<file path="config.mk">
export PLATFORM = sky130hd
export DESIGN_NAME = mips_cpu_load_writeback
export DESIGN_NICKNAME = d
export VERILOG_FILES = /design/src/rtl/mips_cpu_load_writeback.sv
export SDC_FILE = /design/constraint.sdc
export NUM_CORES = 1
export LEC_CHECK = 0
export ABC_AREA = 0
export CORE_ASPECT_RATIO = 1.25
export CORE_MARGIN = 4
export CORE_UTILIZATION = 35
export CTS_CLUSTER_SIZE = 10
export DETAILED_ROUTE_END_ITERATION = 12
export GPL_ROUTABILITY_DRIVEN = 1
export GPL_TIMING_DRIVEN = 0
export SETUP_SLACK_MARGIN = 0.05
export SYNTH_ARGS = -nofsm -noshare
export SYNTH_HDL_FRONTEND = slang
export SYNTH_SLANG_ARGS = --single-unit
</file>
<file path="constraint.sdc">
create_clock -name clk -period 1.9 [get_ports clk]
set_clock_uncertainty 0.05 [all_clocks]
set_input_delay 0.19 -clock clk [delete_from_list [all_inputs] [get_ports clk]]
set_output_delay 0.19 -clock clk [all_outputs]
set_load 0.02 [all_outputs]
</file>
<file path="src/rtl/mips_cpu_load_writeback.sv">
// MIPS load unit: accepts one load, performs a single word read on the data bus,
// then sign/zero-extends or merges (LWL/LWR) the result into the register file.
module mips_cpu_load_writeback (
  input  logic        clk,
  input  logic        reset,
  input  logic        ld_valid,
  output logic        ld_ready,
  input  logic [2:0]  ld_op,
  input  logic [31:0] ld_addr,
  input  logic [4:0]  ld_rt,
  input  logic [31:0] ld_rt_old,
  output logic        ld_done,
  output logic        ld_error,
  output logic [31:0] mem_address,
  output logic        mem_read,
  output logic [3:0]  mem_byteenable,
  input  logic        mem_waitrequest,
  input  logic [31:0] mem_readdata,
  output logic        wrEn,
  output logic [4:0]  wrAddr,
  output logic [31:0] wrData
);

  localparam logic [2:0] OP_LB  = 3'b000;
  localparam logic [2:0] OP_LH  = 3'b001;
  localparam logic [2:0] OP_LWL = 3'b010;
  localparam logic [2:0] OP_LW  = 3'b011;
  localparam logic [2:0] OP_LBU = 3'b100;
  localparam logic [2:0] OP_LHU = 3'b101;
  localparam logic [2:0] OP_LWR = 3'b110;
  localparam logic [2:0] OP_RSV = 3'b111;

  typedef enum logic [1:0] {S_IDLE, S_READ, S_WRITE} state_t;

  state_t      r_state;
  state_t      w_state_next;
  logic [2:0]  r_op;
  logic [31:0] r_addr;
  logic [4:0]  r_rt;
  logic [31:0] r_rt_old;
  logic [31:0] r_data;
  logic        r_ld_error;

  logic        w_xfer;
  logic        w_bad;
  logic        w_accept;
  logic [1:0]  w_k;
  logic [4:0]  w_lsh;
  logic [4:0]  w_rsh;
  logic [7:0]  w_byte;
  logic [15:0] w_half;
  logic [31:0] w_result;

  assign ld_ready = (r_state == S_IDLE);
  assign w_xfer   = ld_valid && ld_ready;
  assign w_accept = (r_state == S_READ) && !mem_waitrequest;

  // Alignment/opcode check is done on the incoming request so a bad load never touches the bus.
  always_comb begin
    w_bad = 1'b0;
    case (ld_op)
      OP_RSV:        w_bad = 1'b1;
      OP_LH, OP_LHU: w_bad = ld_addr[0];
      OP_LW:         w_bad = (ld_addr[1:0] != 2'b00);
      default:       w_bad = 1'b0;
    endcase
  end

  always_comb begin
    w_state_next = r_state;
    case (r_state)
      S_IDLE:  if (w_xfer && !w_bad) w_state_next = S_READ;
      S_READ:  if (!mem_waitrequest) w_state_next = S_WRITE;
      S_WRITE: w_state_next = S_IDLE;
      default: w_state_next = S_IDLE;
    endcase
  end

  always_ff @(posedge clk) begin
    if (reset) begin
      r_state    <= S_IDLE;
      r_op       <= 3'b000;
      r_addr     <= 32'h0;
      r_rt       <= 5'd0;
      r_rt_old   <= 32'h0;
      r_data     <= 32'h0;
      r_ld_error <= 1'b0;
    end else begin
      r_state    <= w_state_next;
      r_ld_error <= w_xfer && w_bad;
      if (w_xfer) begin
        r_op     <= ld_op;
        r_addr   <= ld_addr;
        r_rt     <= ld_rt;
        r_rt_old <= ld_rt_old;
      end
      if (w_accept) r_data <= mem_readdata;
    end
  end

  // 3-k equals ~k for a 2-bit k, so the LWL shift is just the inverted byte lane.
  assign w_k    = r_addr[1:0];
  assign w_lsh  = {~w_k, 3'b000};
  assign w_rsh  = {w_k, 3'b000};
  assign w_byte = r_data[{w_k, 3'b000} +: 8];
  assign w_half = r_data[{r_addr[1], 4'b0000} +: 16];

  always_comb begin
    w_result = r_data;
    case (r_op)
      OP_LB:   w_result = {{24{w_byte[7]}}, w_byte};
      OP_LBU:  w_result = {24'h0, w_byte};
      OP_LH:   w_result = {{16{w_half[15]}}, w_half};
      OP_LHU:  w_result = {16'h0, w_half};
      OP_LWL:  w_result = (r_data << w_lsh) | (r_rt_old & ~(32'hFFFF_FFFF << w_lsh));
      OP_LWR:  w_result = (r_data >> w_rsh) | (r_rt_old & ~(32'hFFFF_FFFF >> w_rsh));
      default: w_result = r_data;
    endcase
  end

  assign mem_read       = (r_state == S_READ);
  assign mem_address    = mem_read ? {r_addr[31:2], 2'b00} : 32'h0;
  assign mem_byteenable = mem_read ? 4'b1111 : 4'b0000;

  assign ld_done  = (r_state == S_WRITE);
  assign ld_error = r_ld_error;
  assign wrEn     = ld_done && (r_rt != 5'd0);
  assign wrAddr   = ld_done ? r_rt : 5'd0;
  assign wrData   = ld_done ? w_result : 32'h0;

endmodule
</file>
==> results_dict.tcl <==
set metrics [dict create \
    path_class "reg2out" \
    final_area_mm2 0.00900 \
    grt-ovfl-total 0 \
    min_path_type "in2reg" \
    die_w_um 124 \
    wirelength_um 22500 \
    outcome "finished with violations" \
    placed_cell_area_mm2 0.00801 \
    layout_setup_ws_ps -480 \
    cp.required_ps 1660 \
    drc_errors 0 \
    dp_cells 1160 \
    grt_pass1_vias 6245 \
    netlist_area_mm2 0.00590 \
    core-area_mm2 0.0164 \
    vias 6367 \
    cap_violations 0 \
    ys_ff_latch 107 \
    yosysTopAreaCellShare_pct 36.3 \
    crit_path_start "r_addr[1]" \
    finalSetupViolCount 32 \
    fill_cells 1614 \
    layout_commonest_cell "nand2_1" \
    synth_area_leaders "dfxtp_1 (36%), nand2_1 (14%), a21oi_1 (10%), mux2i_1 (6.3%), mux2_2 (4.8%)" \
    power.switching_w 0.00156 \
    violations "negative setup slack" \
    maxSlewViolCount 0 \
    synth_edf_count 0 \
    met2WireLength_um 10800 \
    critPathCaptureType "primary output" \
    syn_area_per_cell_um2 7.75 \
    antenna_found_initial 0 \
    cts.clk_slew.worst_paths_ps 70 \
    final_cells 1198 \
    grt.total_usage_pct 22.7 \
    slew_headroom_pct 59.4 \
    ys_seq_area_share_pct 36.3 \
    ys.flop_type "dfxtp_1" \
    cts_buffers 9 \
    synth_warnings 0 \
    max_freq_mhz 420 \
    htreeDepth 3 \
    sw_frac_of_total_pct 27.1 \
    clk_path_buf_depth 2 \
    syn2layout_area_growth_pct 52.7 \
    grt_pass1_wl_um 33500 \
    p_comb_share_pct 20.7 \
    die-area_mm2 0.0190 \
    ys_types 43 \
    power_density_mw_per_mm2 638 \
    wl_met1_um 8720 \
    p_clk_share_pct 36.2 \
    netlist_instances 761 \
    numClockSinks 107 \
    rows 52 \
    worstPathMaxFanout 10 \
    wl_per_cell_um 18.7 \
    hold_viol_final 0 \
    ff2ff_path_depth 5 \
    holdBufCountCts 0 \
    final_antenna_net_count 0 \
    met3_length_um 1940 \
    ioPinCount 186 \
    portBuffers 182 \
    async_reset_ff_share_pct 0 \
    final_util_pct 54.9 \
    layout_min_cycle_time_ps 2380 \
    p_int_w 0.00419 \
    critPathLaunchType "flip-flop" \
    clock_latency_ps 350 \
    worstMarginPinSlew_ps 609 \
    dp_hpwl_um 16700 \
    rsz0062_at_grt "true" \
    top_layer "met4" \
    cts_tree "yes" \
    die-height_um 153 \
    initial_utilization_pct 36.0 \
    synth_top_cell_by_area "dfxtp_1" \
    cts_root_buf "clkbuf_16" \
    gp_congestion 0.930 \
    pre_cts_slack_ps -760 \
    hold_depth 3 \
    p_leak_nw 3.38 \
    min_from "ld_addr[19]" \
    min_period_over_period_pct 125 \
    nets 1085 \
    drive_above_1_share_pct 25.3 \
    rr_startpoint "r_state[1]" \
    drt_iter0_markers 579 \
    fin_setup_tns_ps -12610 \
    seqPwrFrac_pct 43.1 \
    grt_max_degree 18 \
    mostFrequentLayoutCells "nand2_1 (225), clkdlybuf4s50_1 (107), a21oi_1 (106)" \
    via_per_inst 5.31 \
    drt_pre_antenna_iters 5 \
    critical_path_arrival_ps 2140 \
    diodes 0 \
    irDropWorstVdd_v 0.000387 \
]
==> power groups by stage <==
| stage | registers [W] | logic (W) | clock network [W] |
|---|---|---|---|
| 2_1_floorplan | 0.00248 | 0.000591 | 0 |
| 3_3_place_gp | 0.00252 | 0.00103 | 0 |
| 3_5_place_dp | 0.00252 | 0.00104 | 0 |
| 4_1_cts | 0.00247 | 0.00114 | 0.00211 |
| 5_1_grt | 0.00249 | 0.00128 | 0.00220 |
| 6_report | 0.00248 | 0.00119 | 0.00208 |
==> through the flow <==
stage                     hold slack [ps]  power, W
final                                 328   0.00574
after floorplan                       276   0.00307
after global placement                387   0.00355
after detailed placement              392   0.00355
after global routing                  318   0.00597
after CTS                             318   0.00572
==> metal layers <==
layer | GRT usage [%] | up-vias
met5 | 0 | -
li1 | - | 3063
met2 | 37.6 | 292
met3 | 5.88 | 66
met4 | 9.50 | 0
met1 | 27.5 | 2946
==> state kept, by name (all words and copies together), names as in the netlist <==
name / cells
r_rt: 5
r_state: 2
ld_error: 1
r_op: 3
r_addr: 32
r_rt_old: 32
r_data: 32
==> synthesized netlist by cell type (3+ instances only) <==
library cell / count
a21o_1: 9
a21oi_1: 123
a221o_1: 7
a221oi_1: 7
a22oi_1: 16
a31oi_1: 7
and2_1: 36
buf_2: 23
buf_4: 7
clkbuf_1: 39
dfxtp_1: 107
inv_1: 4
mux2_2: 25
mux2i_1: 37
mux4_2: 8
nand2_1: 226
nor2_1: 9
nor2b_1: 3
nor3_1: 3
o21ai_0: 27
o221a_2: 6
o22ai_1: 7
==> final cells by class <==
cell class	count	area (um^2)	share of cell area, %
clock inverters	5	85.1	0.945
clock buffers	11	253	2.81
repair buffers	207	1980	22.0
inverters	4	15.0	0.167
flip-flops and latches	107	2150	23.8
multi-input cells	580	3790	42.1
well taps	216	270	3.00
plain buffers	68	459	5.10
==> timing repair <==
| item | in CTS | in global routing |
|---|---|---|
| setup endpoints to repair | 104 | 157 |
| cloned | 0 | 0 |
| setup buffers | 19 | 8 |
| gates resized for setup | 357 | 86 |
| pin swaps | 15 | 11 |
==> final timing paths <==
kind | slack (ps) | endpoint
worst max register to register | 240 | r_rt_old[20]
worst min register to register | 400 | r_addr[5]
worst min-delay path | 330 | r_addr[19]
worst max-delay path | -480 | wrData[15]
==> worst max-delay path, stage by stage, from the launching register on <==
cell and delay [ps]:
dfxtp_2 330, buf_8 140, clkbuf_4 230, mux2_2 360
a222oi_1 420, a21oi_2 150, buf_6 150
==> cells by family (layout without fill, tap and decap cells) <==
logic type / Yosys count / after routing / synth area share, %
mux: 72 / 72 / 14.6
buf+inv: 75 / 295 / 5.96
flops: 107 / 107 / 36.3
simple gates: 286 / 286 / 20.4
other cells: 1 / 2 / 0.0636
compound gates: 220 / 220 / 22.6
Note: power is estimated with default switching activity, not from simulation.
